<file path="config.mk">
export PLATFORM = sky130hd
export DESIGN_NAME = map_write_scheduler_flat
export DESIGN_NICKNAME = d
export VERILOG_FILES = /design/src/rtl/map_pkg.sv /design/src/rtl/map_write_scheduler_if.sv /design/src/rtl/rr_arbiter.sv /design/src/rtl/map_write_scheduler.sv /design/src/flat_wrapper.sv
export SDC_FILE = /design/constraint.sdc
export NUM_CORES = 1
export LEC_CHECK = 0
export ABC_AREA = 1
export CAP_MARGIN = 40
export CELL_PAD_IN_SITES_DETAIL_PLACEMENT = 0
export CELL_PAD_IN_SITES_GLOBAL_PLACEMENT = 1
export CORE_MARGIN = 10
export CORE_UTILIZATION = 33
export DETAILED_ROUTE_END_ITERATION = 8
export GPL_TIMING_DRIVEN = 0
export PLACE_DENSITY_LB_ADDON = 0.1
export SETUP_SLACK_MARGIN = 0.05
export SLEW_MARGIN = 20
export SYNTH_ARGS = -nofsm -noshare
export SYNTH_HDL_FRONTEND = slang
export SYNTH_SLANG_ARGS = --single-unit
export TNS_END_PERCENT = 1
</file>
<file path="constraint.sdc">
create_clock -name CLOCK_50 -period 3.28 [get_ports CLOCK_50]
set_input_delay 0.656 -clock CLOCK_50 [delete_from_list [all_inputs] [get_ports CLOCK_50]]
set_output_delay 0.656 -clock CLOCK_50 [all_outputs]
set_load 0.01 [all_outputs]
</file>
<file path="src/rtl/map_pkg.sv">
// Shared map definitions: tile encoding, map geometry and tile addressing.
// Used by the write scheduler, RAM writer, collision detect and VGA reader.
package map_pkg;

  localparam int unsigned MAP_W  = 40;
  localparam int unsigned ADDR_W = 11;
  localparam int unsigned X_W    = 6;
  localparam int unsigned Y_W    = 5;
  localparam int unsigned TILE_W = 4;

  typedef enum logic [TILE_W-1:0] {
    EMPTY  = 4'd0,
    WALL   = 4'd1,
    DOT    = 4'd2,
    PILL   = 4'd3,
    PACMAN = 4'd4,
    GHOST  = 4'd5
  } tile_t;

  function automatic logic [ADDR_W-1:0] map_addr(input logic [X_W-1:0] x, input logic [Y_W-1:0] y);
    return ADDR_W'(y) * ADDR_W'(MAP_W) + ADDR_W'(x);
  endfunction

endpackage

</file>
<file path="src/rtl/map_write_scheduler_if.sv">
// Move-request and map-RAM port bundle of the map write scheduler.
// SCORE_EVT_EN adds the dot_eaten / pill_eaten score pulses.
interface map_write_scheduler_if #(
  parameter int unsigned NUM_GHOSTS = 2
);
  import map_pkg::*;

  localparam int unsigned NUM_REQ = NUM_GHOSTS + 1;

  logic [NUM_REQ-1:0]     req;
  logic [NUM_REQ*X_W-1:0] curr_x;
  logic [NUM_REQ*Y_W-1:0] curr_y;
  logic [NUM_REQ*X_W-1:0] next_x;
  logic [NUM_REQ*Y_W-1:0] next_y;
  logic [NUM_REQ-1:0]     done;
  logic [ADDR_W-1:0]      rdaddr;
  tile_t                  rddata;
  logic                   wren;
  logic [ADDR_W-1:0]      wraddr;
  tile_t                  wrdata;
`ifdef SCORE_EVT_EN
  logic                   dot_eaten;
  logic                   pill_eaten;
`endif

  // Scheduler side
  modport master (
    input  req, curr_x, curr_y, next_x, next_y, rddata,
    output done, rdaddr, wren, wraddr, wrdata
`ifdef SCORE_EVT_EN
    , output dot_eaten, pill_eaten
`endif
  );

  // Requester / map RAM side
  modport slave (
    output req, curr_x, curr_y, next_x, next_y, rddata,
    input  done, rdaddr, wren, wraddr, wrdata
`ifdef SCORE_EVT_EN
    , input dot_eaten, pill_eaten
`endif
  );

endinterface

</file>
<file path="src/rtl/rr_arbiter.sv">
// Combinational round-robin arbiter: the lowest requesting index at or after ptr wins.
module rr_arbiter #(
  parameter int unsigned NUM_REQ = 3,
  parameter int unsigned IDX_W   = 2
) (
  input  logic [NUM_REQ-1:0] req,
  input  logic [IDX_W-1:0]   ptr,
  output logic [NUM_REQ-1:0] grant,
  output logic [IDX_W-1:0]   idx
);

  logic [IDX_W-1:0] cand;

  // Walk offsets from farthest to nearest so the nearest requester overwrites the result
  always_comb begin
    grant = '0;
    idx   = '0;
    cand  = '0;
    for (int unsigned off = NUM_REQ; off > 0; off--) begin
      cand = IDX_W'((32'(ptr) + off - 1) % NUM_REQ);
      if (req[cand]) begin
        grant       = '0;
        grant[cand] = 1'b1;
        idx         = cand;
      end
    end
  end

endmodule

</file>
<file path="src/rtl/map_write_scheduler.sv">
// Map write scheduler: serialises sprite moves (erase old tile, draw new tile) onto the single
// map RAM write port, restoring the tile each ghost covered. SCORE_EVT_EN adds score pulses.
module map_write_scheduler
  import map_pkg::*;
#(
  parameter int unsigned NUM_GHOSTS = 2
) (
  input logic             CLOCK_50,
  input logic             reset,
  map_write_scheduler_if.master bus
);

  localparam int unsigned NUM_REQ = NUM_GHOSTS + 1;
  localparam int unsigned IDX_W   = (NUM_REQ > 1) ? $clog2(NUM_REQ) : 1;

  typedef enum logic [2:0] {IDLE, RD, ERASE, WRITE, ACK} state_t;

  state_t             state_q, state_d;
  logic [IDX_W-1:0]   ptr_q, ptr_d, g_q, g_d;
  logic [ADDR_W-1:0]  curr_addr_q, curr_addr_d, next_addr_q, next_addr_d;
  logic               moved_q, moved_d;
  tile_t              cap_q, cap_d;
  tile_t              saved_q [NUM_REQ];
  logic [NUM_REQ-1:0] done_q, done_d;
  logic               wren_q, wren_d;
  logic [ADDR_W-1:0]  rdaddr_q, rdaddr_d, wraddr_q, wraddr_d;
  tile_t              wrdata_q, wrdata_d;

  logic [NUM_REQ-1:0] gnt;
  logic [IDX_W-1:0]   gnt_idx;
  logic [X_W-1:0]     g_cx, g_nx;
  logic [Y_W-1:0]     g_cy, g_ny;

  rr_arbiter #(.NUM_REQ(NUM_REQ), .IDX_W(IDX_W)) u_arb (
    .req   (bus.req),
    .ptr   (ptr_q),
    .grant (gnt),
    .idx   (gnt_idx)
  );

  assign g_cx = bus.curr_x[gnt_idx*X_W +: X_W];
  assign g_cy = bus.curr_y[gnt_idx*Y_W +: Y_W];
  assign g_nx = bus.next_x[gnt_idx*X_W +: X_W];
  assign g_ny = bus.next_y[gnt_idx*Y_W +: Y_W];

  function automatic tile_t sprite(input logic [IDX_W-1:0] g);
    return (g == '0) ? PACMAN : GHOST;
  endfunction

  // Next state and next registered outputs
  always_comb begin
    state_d     = state_q;
    ptr_d       = ptr_q;
    g_d         = g_q;
    curr_addr_d = curr_addr_q;
    next_addr_d = next_addr_q;
    moved_d     = moved_q;
    cap_d       = cap_q;
    done_d      = '0;
    wren_d      = 1'b0;
    rdaddr_d    = rdaddr_q;
    wraddr_d    = wraddr_q;
    wrdata_d    = wrdata_q;
    unique case (state_q)
      IDLE: begin
        if (|gnt) begin
          g_d         = gnt_idx;
          ptr_d       = (gnt_idx == IDX_W'(NUM_REQ - 1)) ? '0 : gnt_idx + IDX_W'(1);
          curr_addr_d = map_addr(g_cx, g_cy);
          next_addr_d = map_addr(g_nx, g_ny);
          moved_d     = !((g_cx == g_nx) && (g_cy == g_ny));
          if (moved_d) begin
            state_d  = RD;
            rdaddr_d = map_addr(g_nx, g_ny);
          end else begin
            // Sprite stays put: redraw only, the tile underneath is left untouched
            state_d  = WRITE;
            wren_d   = 1'b1;
            wraddr_d = map_addr(g_nx, g_ny);
            wrdata_d = sprite(gnt_idx);
          end
        end
      end
      RD: begin
        state_d  = ERASE;
        wren_d   = 1'b1;
        wraddr_d = curr_addr_q;
        wrdata_d = (g_q == '0) ? EMPTY : saved_q[g_q];
      end
      ERASE: begin
        state_d  = WRITE;
        cap_d    = (bus.rddata == PACMAN || bus.rddata == GHOST) ? EMPTY : bus.rddata;
        wren_d   = 1'b1;
        wraddr_d = next_addr_q;
        wrdata_d = sprite(g_q);
      end
      WRITE: begin
        state_d     = ACK;
        done_d[g_q] = 1'b1;
      end
      ACK:     state_d = IDLE;
      default: state_d = IDLE;
    endcase
  end

  always_ff @(posedge CLOCK_50) begin
    if (!reset) begin
      state_q     <= IDLE;
      ptr_q       <= '0;
      g_q         <= '0;
      curr_addr_q <= '0;
      next_addr_q <= '0;
      moved_q     <= 1'b0;
      cap_q       <= EMPTY;
      done_q      <= '0;
      wren_q      <= 1'b0;
      rdaddr_q    <= '0;
      wraddr_q    <= '0;
      wrdata_q    <= EMPTY;
      for (int i = 0; i < int'(NUM_REQ); i++) saved_q[i] <= EMPTY;
    end else begin
      state_q     <= state_d;
      ptr_q       <= ptr_d;
      g_q         <= g_d;
      curr_addr_q <= curr_addr_d;
      next_addr_q <= next_addr_d;
      moved_q     <= moved_d;
      cap_q       <= cap_d;
      done_q      <= done_d;
      wren_q      <= wren_d;
      rdaddr_q    <= rdaddr_d;
      wraddr_q    <= wraddr_d;
      wrdata_q    <= wrdata_d;
      if (state_q == ACK && moved_q && g_q != '0) saved_q[g_q] <= cap_q;
    end
  end

  assign bus.done   = done_q;
  assign bus.wren   = wren_q;
  assign bus.rdaddr = rdaddr_q;
  assign bus.wraddr = wraddr_q;
  assign bus.wrdata = wrdata_q;

`ifdef SCORE_EVT_EN
  logic dot_q, pill_q;

  // Pacman landing on a dot or pill, flagged in the WRITE cycle
  always_ff @(posedge CLOCK_50) begin
    if (!reset) begin
      dot_q  <= 1'b0;
      pill_q <= 1'b0;
    end else begin
      dot_q  <= (state_q == ERASE) && (g_q == '0) && (bus.rddata == DOT);
      pill_q <= (state_q == ERASE) && (g_q == '0) && (bus.rddata == PILL);
    end
  end

  assign bus.dot_eaten  = dot_q;
  assign bus.pill_eaten = pill_q;
`endif

endmodule
</file>
<file path="src/flat_wrapper.sv">
// flat-port wrapper written by rule: the top's interface ports become plain ports
module map_write_scheduler_flat import map_pkg::*;
#(
  parameter int unsigned NUM_GHOSTS = 2
)
  (CLOCK_50, reset, bus_req, bus_curr_x, bus_curr_y, bus_next_x, bus_next_y, bus_rddata, bus_done, bus_rdaddr, bus_wren, bus_wraddr, bus_wrdata);
  map_write_scheduler_if #(.NUM_GHOSTS(NUM_GHOSTS)) bus_i ();
  input logic CLOCK_50;
  input logic reset;
  input wire logic [$bits(bus_i.req)-1:0] bus_req;
  input wire logic [$bits(bus_i.curr_x)-1:0] bus_curr_x;
  input wire logic [$bits(bus_i.curr_y)-1:0] bus_curr_y;
  input wire logic [$bits(bus_i.next_x)-1:0] bus_next_x;
  input wire logic [$bits(bus_i.next_y)-1:0] bus_next_y;
  input wire logic [$bits(bus_i.rddata)-1:0] bus_rddata;
  output wire logic [$bits(bus_i.done)-1:0] bus_done;
  output wire logic [$bits(bus_i.rdaddr)-1:0] bus_rdaddr;
  output wire logic [$bits(bus_i.wren)-1:0] bus_wren;
  output wire logic [$bits(bus_i.wraddr)-1:0] bus_wraddr;
  output wire logic [$bits(bus_i.wrdata)-1:0] bus_wrdata;
  assign bus_i.req = bus_req;
  assign bus_i.curr_x = bus_curr_x;
  assign bus_i.curr_y = bus_curr_y;
  assign bus_i.next_x = bus_next_x;
  assign bus_i.next_y = bus_next_y;
  assign bus_i.rddata = bus_rddata;
  assign bus_done = bus_i.done;
  assign bus_rdaddr = bus_i.rdaddr;
  assign bus_wren = bus_i.wren;
  assign bus_wraddr = bus_i.wraddr;
  assign bus_wrdata = bus_i.wrdata;
  map_write_scheduler #(.NUM_GHOSTS(NUM_GHOSTS)) u_core (.CLOCK_50(CLOCK_50), .reset(reset), .bus(bus_i));
endmodule
</file>
# Yosys cells after proc, flatten, opt, wreduce, memory -nomap -nowiden
# Memory sizes are Yosys's and may differ from the RTL's. A register that Yosys moved wholly into a read port is not among the register bits.
# Cells that the tools add are included.
op_classes:
  eq_ne: 11
  n_addsub: 9
  n_mul: 4
  n_shift: 4
  order_cmp: 8
  div: 3
  n_mux: 46
  reduce_logical: 21
  n_bitwise: 1
op_table:
  columns: ["cell", "count"]
  rows:
  - ["32-bit by 2-bit remainder unit with 32-bit output (second input constant)", 3]
  - ["18-bit by 6-bit variable part select with 6-bit output", 2]
  - ["11-bit case mux with 3 select lines", 1]
  - ["32-bit by 1-bit subtractor with 32-bit output (second input constant)", 1]
  - ["15-bit by 6-bit variable part select with 5-bit output", 2]
  - ["11-bit by 6-bit adder with 11-bit output", 2]
  - ["11-bit two-way mux", 2]
  - ["4-bit two-way mux", 5]
  - ["5-bit by 3-bit multiplier with 8-bit output (second input constant)", 2]
  - ["1-bit two-way mux", 16]
  - ["2-bit two-way mux", 8]
  - ["2-bit by 3-bit < comparator with 1-bit output (second input constant)", 4]
  - ["3-bit two-way mux", 4]
  - ["3-bit case mux with 4 select lines", 1]
  - ["4-bit case mux with 3 select lines", 1]
  - ["1-bit demux with 2-bit select", 4]
  - ["4-bit by 3-bit == test with 1-bit output (second input constant)", 2]
  - ["2-bit by 1-bit greater-or-equal comparator with 1-bit output (second input constant)", 4]
  - ["3-bit by 1-bit subtractor with 4-bit output (second input constant)", 2]
  - ["1-bit logical AND", 7]
  - ["2-bit by 2-bit adder with 3-bit output (second input constant)", 2]
  - ["1-bit binary-select mux with 2-bit select", 3]
  - ["3-bit by 2-bit == test with 1-bit output (second input constant)", 2]
  - ["6-bit == test", 1]
  - ["other kinds (22)", 26]
totals:
  elab_cells: 120
  out_inout_bits: 30
  regBits: 64
  ram_bits: 12
  mem_count: 1
  inputBits: 75
memory_table:
  columns: ["name", "words", "width", "rd", "rd_clocked_by_memory_dff", "write_ports", "line", "rtl"]
  rows:
  - ["u_core.saved_q", 3, 4, 1, 1, 3, "map_write_scheduler.sv:23", "tile_t saved_q [NUM_REQ];"]

# Longest topological paths before layout
# Gate-level depths: netlist (run 1).
depth:
  word_depth: 15
  depth_mapped: 26
  mapped_depth_nobuf: 25

# Cells and area by module
# A second synthesis (run 1) with hierarchy kept.
hier_totals:
  cells_unflattened: 735
  hier_area_um2: 5064.9
modules_own_cells:
  columns: ["mod", "area_per_inst_um2", "seq_area_each_um2", "n_inst", "cells_per_inst"]
  rows:
  - ["map_write_scheduler", 4763.3, 1801.7, 1, 677]
  - ["rr_arbiter", 301.5, 0.0, 1, 58]

# Worst setup path before layout (run 1)
# No wires, ideal clock.
synth_path:
  kind: "register -> register"
  from: "register u_core.ptr_q[0]"
  to: "register u_core.wraddr_q[9], in the netlist u_core.bus.wraddr[9]"
  path_buffers: 1
  t_arrival_ns: 3.458
  required_time_ns: 3.216
  path_slack_ns: -0.242
  synth_period_minus_slack_ns: 3.522
  setup_ns: 0.064
  path_stages_with_launch: 25
  cell_sequence: "dfxtp_1 inv_1 ha_1 inv_2 nand2_1 nand3_2 nand2_2 nand2_2 nand3_4 nand2_4 buf_4 nand3_1 nand3_1 inv_2 ha_1 ha_1 fa_1 xor2_1 inv_1 nor2_1 xor2_1 nand2_1 nand2_1 a21oi_1 nor2_1"
synth_between:
  elab_chain_cells: 15
  word_cells_on_any_way: 54
  classes_between: "add/sub (7); mul (3); div (3); order compare (6); eq/ne (4); shift (4); mux (21); reduce/logical (6)"
synth_rtl:
  columns: ["element", "line", "rtl"]
  rows:
  - ["start: declaration", "map_write_scheduler.sv:19", "logic [IDX_W-1:0] ptr_q, ptr_d, g_q, g_d;"]
  - ["start signal: assignment", "map_write_scheduler.sv:123", "ptr_q <= ptr_d;"]
  - ["2-bit by 2-bit adder with 3-bit output", "rr_arbiter.sv:20", "cand = IDX_W'((32'(ptr) + off - 1) % NUM_REQ);"]
  - ["32-bit by 1-bit subtractor with 32-bit output", "rr_arbiter.sv:20", null]
  - ["32-bit by 2-bit remainder unit with 32-bit output", "rr_arbiter.sv:20", null]
  - ["1-bit binary-select mux with 2-bit select", "rr_arbiter.sv:21", "if (req[cand]) begin"]
  - ["1-bit two-way mux (implied by the code)", "rr_arbiter.sv:21", null]
  - ["2-bit two-way mux (3 in series)", "rr_arbiter.sv:21", null]
  - ["2-bit by 3-bit multiplier with 5-bit output", "map_write_scheduler.sv:42, map_write_scheduler.sv:44", null]
  - ["15-bit by 6-bit variable part select with 5-bit output", "map_write_scheduler.sv:44", "assign g_ny = bus.next_y[gnt_idx*Y_W +: Y_W];"]
  - ["5-bit by 3-bit multiplier with 8-bit output", "map_pkg.sv:21", "return ADDR_W'(y) * ADDR_W'(MAP_W) + ADDR_W'(x);"]
  - ["11-bit by 6-bit adder with 11-bit output", "map_pkg.sv:21", null]
  - ["11-bit two-way mux", "map_write_scheduler.sv:72", "if (moved_d) begin"]
  - ["11-bit two-way mux", "map_write_scheduler.sv:66", "if (|gnt) begin"]
  - ["11-bit case mux with 3 select lines", "map_write_scheduler.sv:64", "unique case (state_q)"]
  - ["end signal: assignment", "map_write_scheduler.sv:132", "wraddr_q <= wraddr_d;"]
  - ["end: declaration", "map_write_scheduler.sv:26", "logic [ADDR_W-1:0] rdaddr_q, rdaddr_d, wraddr_q, wraddr_d;"]
# Several ways; a longest one is shown, not always the timed one. The select of a mux whose other input is x is not followed.
# A chain may end at the register's enable or synchronous reset.

# Final worst setup path (run 1)
layout_path:
  from: "register u_core.ptr_q[0]"
  to: "register u_core.wraddr_q[8], in the netlist u_core.bus.wraddr[8]"
# The elaborated chain is that of the path after synthesis.

==> qor.txt, run 1 <==
Final Max Slew Viols - 0
max_slew headroom - 51.4%
H-tree Lvls - 3
synth top area cells - dfxtp_1 (25%), nand2_1 (15%), edfxtp_1 (9.0%)
Reg2Reg Depth - 22
die height - 147 um
CP required - 3520 ps
RSZ-0062 raised after global routing - yes
first-pass GRT wire length - 28900 um
clock sinks - 82
Clk pin slew, worst setup/hold paths - 60 ps
Synth Instances - 790
Synth Area in Compound Gates - 13.4%
Avg Inst Size Synth - 6.73 um^2
crit-path max FO - 6
max-cap violation count - 0
Finished Core Util - 48.1%
FF+latch count, synth - 82
Crit path largest cell delay - 600 ps
Clock Tree Root - clkbuf_16
Buffers on Ports - 104
DRT Pass-1 Iters - 4
fin worst setup slack - -298 ps
Final Hold Vio Count - 0
hold slack - 436 ps
ANT nets after route - 0
Post-Route WL - 17600 um
final net count - 1035
status - finished, violations left
Synth Area in Simple Gates - 32.9%
hold endpoint - u_core.saved_q[3][3]
FF-to-FF setup slack - -300 ps
adder-cell share of the synthesized area - 5.60%
worst hold path type - register to register
CP Cell Sequence - inv_2 -> ha_4 -> inv_6 -> nand2_4 -> nand3_4 -> nand2_4 -> nand2_4 -> nand3_4 -> nand2_8 -> buf_8 -> buf_8 -> nand3_2 -> nand2_2 -> ha_4 -> ha_4 -> fa_2 -> nand4_1 -> buf_4 -> nand3_1 -> o221ai_2 -> a21oi_1 -> nor2_1
starting DRC count in detailed routing - 235
share of cells above drive strength 1 - 16.3%
mux cell area share after synthesis - 0%
vias after detailed routing - 5380
slowest stage cell, crit path - fa_2
area grow syn2layout - 43.3%
Top delay family on crit path - adder cells
r2r endpoint - u_core.bus.wraddr[8]
dpl ws - -1290 ps
dpl hpwl - 14000 um
Post-Syn Area - 0.00531 mm^2
gr ovfl total - 0
cell taking the most area after synthesis - dfxtp_1
Yosys cell types - 43
Rows - 46
WS Path Type - register to register
Die Wd - 147 um
violated checks - setup timing
FFs w/ async S/R, synth - 0%
Total GRT Usage - 16.5%
Vias per Instance - 4.64
CTS Buf Count - 9
initial antenna violation count - 0
post-layout min period - 3580 ps
post-synthesis sequential area ratio - 33.9%
crit path DAT - 3810 ps
Post-Synth XOR/XNOR Area - 2.64%
Post-synth EDFFs - 16
Synth Warn # - 0
period utilization - 109%
# diodes - 0
Critical Path End Type - register
Layout Skew - 5.99 ps
largest family of logic cells by synthesized area - simple AND/OR/NAND/NOR gates
Worst Setup Start Kind - register
Starting Density - 33.6%
DRC - 0
num ports - 105
total die area - 0.0216 mm^2
count of final setup violators - 17
setup_tns - -2770 ps
largest net degree at the start of global routing - 15
Max clock buf depth - 2
routability congestion estimate - 0.833
number of global-route vias before repair - 5608
CORE AREA - 0.0158 mm^2
hold_sp - u_core.cap_q[3]
FF-to-FF Start - u_core.ptr_q[0]
worst skew pair latency - 340 ps
FMAX - 279 MHz
CTS tree - done
Synth top area share - 24.9%
Most used DFF post-synth - dfxtp_1
WHS Path Cells - 0
Avg WL per Cell - 15.2 um
Slew @ Worst Pin - 729 ps
WP buf/inv - 5
## cells in the final DEF (no fill, tap or decap), types with 3 or more instances in the layout
master           count
ha_1                10
o21ai_0             31
dfxtp_1             64
nand3_2             16
conb_1               4
or2_2                4
inv_2               12
xor2_2               5
ha_4                 5
inv_1               99
nand3_4              5
edfxtp_1            16
buf_8                6
clkinv_2             3
ha_2                 4
clkbuf_2             4
nor3_1               6
xor2_1               7
o221ai_1             3
a211oi_1             4
nand3_1             47
xnor2_1              4
nand2_4              7
a21oi_1             63
buf_6                6
nand2_2              8
clkdlybuf4s50_1    101
nor2_1              70
clkbuf_1            14
nor2_4               3
o21ai_1              5
o211ai_1             8
buf_4               28
nor2_2               4
clkbuf_16            9
nand3b_1            12
nand4_1              4
nand2_1            203
## final cells by class
type	instances	area, um^2
fillers	1618	8210
multi-input cells	565	3270
flip-flops and latches	82	1810
repair buffers	134	1310
inverters	113	432
well taps	216	270
plain buffers	33	240
clock buffers	9	225
clock inverters	7	70.1
## registers in the layout, summed over array words and instances, names as in the netlist, 2 cells and up, named ones only
| name | count |
|---|---|
| u_core.bus.done | 3 |
| u_core.ptr_q | 2 |
| u_core.bus.rdaddr | 11 |
| u_core.state_q | 3 |
| u_core.bus.wraddr | 11 |
| u_core.saved_q | 16 |
| u_core.curr_addr_q | 11 |
| u_core.bus.wrdata | 4 |
| u_core.g_q | 2 |
| u_core.next_addr_q | 11 |
| u_core.cap_q | 4 |
## cells by family after synthesis
| kind of cell | Yosys count |
|---|---|
| and+or+nand+nor | 394 |
| buffers and inverters | 146 |
| AOI/OAI and AO/OA | 129 |
| DFF | 82 |
| adders and majority gates | 22 |
| xor gates and xnor gates | 16 |
| other | 1 |
## per-layer routing
| metal | vias to the layer above | track usage [%] | share of wire, % |
|---|---|---|---|
| li1 | 2827 | - | - |
| met1 | 2414 | 19.6 | 45 |
| met2 | 117 | 28.1 | 47 |
| met3 | 22 | 4.30 | 5.8 |
| met4 | 0 | 6.00 | 1.9 |
| met5 | - | 0 | 0 |
## metrics by stage
step | instance area (um^2) | cells
global route | 7620 | 1159
detailed placement | 6730 | 1114
global placement | 6720 | 1113
finish | 7620 | 1159
CTS | 7460 | 1155
floorplan | 5410 | 793
## Yosys cell counts (8+ instances only)
| library cell | count |
|---|---|
| nand2_1 | 213 |
| inv_1 | 104 |
| nor2_1 | 74 |
| dfxtp_1 | 66 |
| a21oi_1 | 65 |
| nand3_1 | 57 |
| o21ai_0 | 35 |
| ha_1 | 19 |
| clkbuf_1 | 18 |
| edfxtp_1 | 16 |
| nand3b_1 | 12 |
| xor2_1 | 12 |
| nand3_2 | 10 |
| inv_2 | 8 |
| o211ai_1 | 8 |
## timing repair
item	4_1_cts	5_1_grt
pin swaps	22	17
gates resized for setup	51	35
hold buffers	0	0
setup buffers	24	4
cloned	1	0
endpoints found under the hold margin	0	0
setup endpoints to repair	48	52
## how the worst max path moves through the flow
stage,from,end,slack (ps),cells after the start
after floorplan,u_core.ptr_q[0],u_core.bus.wraddr[9],-10,23
after global placement,bus_req[2],u_core.bus.wraddr[10],-1280,20
after detailed placement,bus_req[2],u_core.bus.wraddr[10],-1290,21
after CTS,u_core.ptr_q[0],u_core.bus.wraddr[10],-290,21
after global routing,u_core.ptr_q[0],u_core.bus.wraddr[9],-500,24
final,u_core.ptr_q[0],u_core.bus.wraddr[8],-300,22
Power of run 1 is left out: the tool's default activity adds up to more than one toggle a clock period on the data nets, which glitch-free logic cannot reach.
==> run 2, diff against run 1 <==
--- a/config.mk
+++ b/config.mk
@@ -12,6 +12,7 @@
 export CORE_MARGIN = 10
 export CORE_UTILIZATION = 33
 export DETAILED_ROUTE_END_ITERATION = 8
+export GPL_ROUTABILITY_DRIVEN = 1
 export GPL_TIMING_DRIVEN = 0
 export PLACE_DENSITY_LB_ADDON = 0.1
 export SETUP_SLACK_MARGIN = 0.05
==> results of run 2 <==
Final layout, timing and power as in run 1 (identical DEF).
Power of run 2 is left out for the same reason.
==> run 3, diff against run 2 <==
--- a/config.mk
+++ b/config.mk
@@ -11,10 +11,11 @@
 export CELL_PAD_IN_SITES_GLOBAL_PLACEMENT = 1
 export CORE_MARGIN = 10
 export CORE_UTILIZATION = 33
+export CTS_CLUSTER_SIZE = 24
 export DETAILED_ROUTE_END_ITERATION = 8
 export GPL_ROUTABILITY_DRIVEN = 1
 export GPL_TIMING_DRIVEN = 0
-export PLACE_DENSITY_LB_ADDON = 0.1
+export PLACE_DENSITY = 0.78
 export SETUP_SLACK_MARGIN = 0.05
 export SLEW_MARGIN = 20
 export SYNTH_ARGS = -nofsm -noshare
==> qor.txt, run 3 (synthesized netlist as in run 1, its figures left out) <==
status - finished, violations left
violated checks - setup timing
Total GRT Usage - 15.5%
Buffers on Ports - 104
initial antenna violation count - 0
H-tree Lvls - 3
Clock Tree Root - clkbuf_16
Reg with most FFs - u_core.saved_q
fill count - 1658
Post-Route WL - 17200 um
Clk pin slew, worst setup/hold paths - 60 ps
Avg WL per Cell - 14.8 um
CTS Buf Count - 9
vias after detailed routing - 5361
clock sinks - 82
Max clock buf depth - 2
Vias per Instance - 4.60
Layout Skew - 6.77 ps
dpl ws - -1240 ps
largest net degree at the start of global routing - 15
starting DRC count in detailed routing - 337
number of global-route vias before repair - 5239
final net count - 1041
max_slew headroom - 50.2%
worst hold path type - register to register
period utilization - 106%
# diodes - 0
commonest non-fill, non-tap cell in the layout - nand2_1
Slew @ Worst Pin - 741 ps
max-cap violation count - 0
CORE AREA - 0.0158 mm^2
crit path DAT - 3690 ps
Final Hold Vio Count - 0
met2 Track Usage GR - 25.0%
num ports - 105
Starting Density - 33.6%
gr busiest metal - met2
die height - 147 um
gr ovfl total - 0
ANT nets after route - 0
routability congestion estimate - 0.845
FMAX - 289 MHz
GR Util met3 - 4.67%
area grow syn2layout - 47.9%
CP required - 3510 ps
RSZ-0062 raised after global routing - yes
dpl hpwl - 13500 um
design area - 0.00786 mm^2
WS Path Type - register to register
post-layout min period - 3460 ps
CTS tree - done
share of cells above drive strength 1 - 18.4%
Worst Setup Start Kind - register
first-pass GRT wire length - 27200 um
Final Max Slew Viols - 0
Die Wd - 147 um
FF-to-FF setup slack - -180 ps
Placed Instance Area - 0.00672 mm^2
most frequent cells in the layout - nand2_1 (196), clkdlybuf4s50_1 (101), inv_1 (99)
crit-path max FO - 8
DRT Pass-1 Iters - 5
setup_tns - -1330 ps
total die area - 0.0216 mm^2
Critical Path End Type - register
count of final setup violators - 13
Rows - 46
DRC - 0
worst skew pair latency - 340 ps
CTS Hold Bufs - 0
grt met1 use - 19.2%
number of flip-flops in the largest register - 16
fin worst setup slack - -183 ps
[run 3: worst paths after layout]
path / start / endpoint / cells after the start
hold reg to reg: u_core.cap_q[3] / u_core.saved_q[3][3] / 0
setup reg to reg: u_core.ptr_q[0] / u_core.bus.wraddr[8] / 22
hold / removal: u_core.cap_q[3] / u_core.saved_q[3][3] / 0
setup / recovery: u_core.ptr_q[0] / u_core.bus.wraddr[8] / 22
[run 3: layout make-up]
type                            instances  area (um^2)  area share [%]
Clock inverter                          4         75.1           0.955
Sequential cell                        82         1810            23.0
Inverter                              113          447            5.68
Timing Repair Buffer                  140         1330            16.9
Buffer                                 33          249            3.17
Clock buffer                           12          246            3.14
Tap cell                              216          270            3.44
Multi-Input combinational cell        565         3440            43.7
[run 3: timing repair]
action	in CTS	in global routing
pin swaps	23	29
buffers inserted	21	14
hold endpoints to repair	0	0
resized for setup	71	57
setup endpoints to repair	48	52
[run 3: layer usage]
layer | routed length (um) | part of all wire [%]
met5 | 0 | 0
met3 | 1280 | 7.4
met1 | 7800 | 45
met2 | 7850 | 46
met4 | 257 | 1.5
[run 3: critical path, cell delays in order, from the launching register on]
cell and delay (ps):
dfxtp_4 370, inv_4 40, ha_4 330, inv_6 50, nand2_4 60, nand3_4 80
nand2_4 110, nand2_4 60, nand3_4 90, nand2_8 90, buf_8 150, buf_8 120
nand3_4 70, nand2_2 70, ha_4 220, ha_4 160, fa_2 580, nand4_1 140
buf_4 180, nand3_2 60, o221ai_2 120, a21oi_2 150, nor2_1 50
[run 3: through the flow]
| step | util [%] | hold WS (ps) | std cells |
|---|---|---|---|
| CTS | 47.5 | 432 | 1150 |
| floorplan | - | 408 | 793 |
| global route | 49.7 | 459 | 1165 |
| global placement | 42.5 | 413 | 1113 |
| detailed placement | 42.5 | 418 | 1113 |
| finish | 49.7 | 438 | 1165 |
Power of run 3 is left out for the same reason.
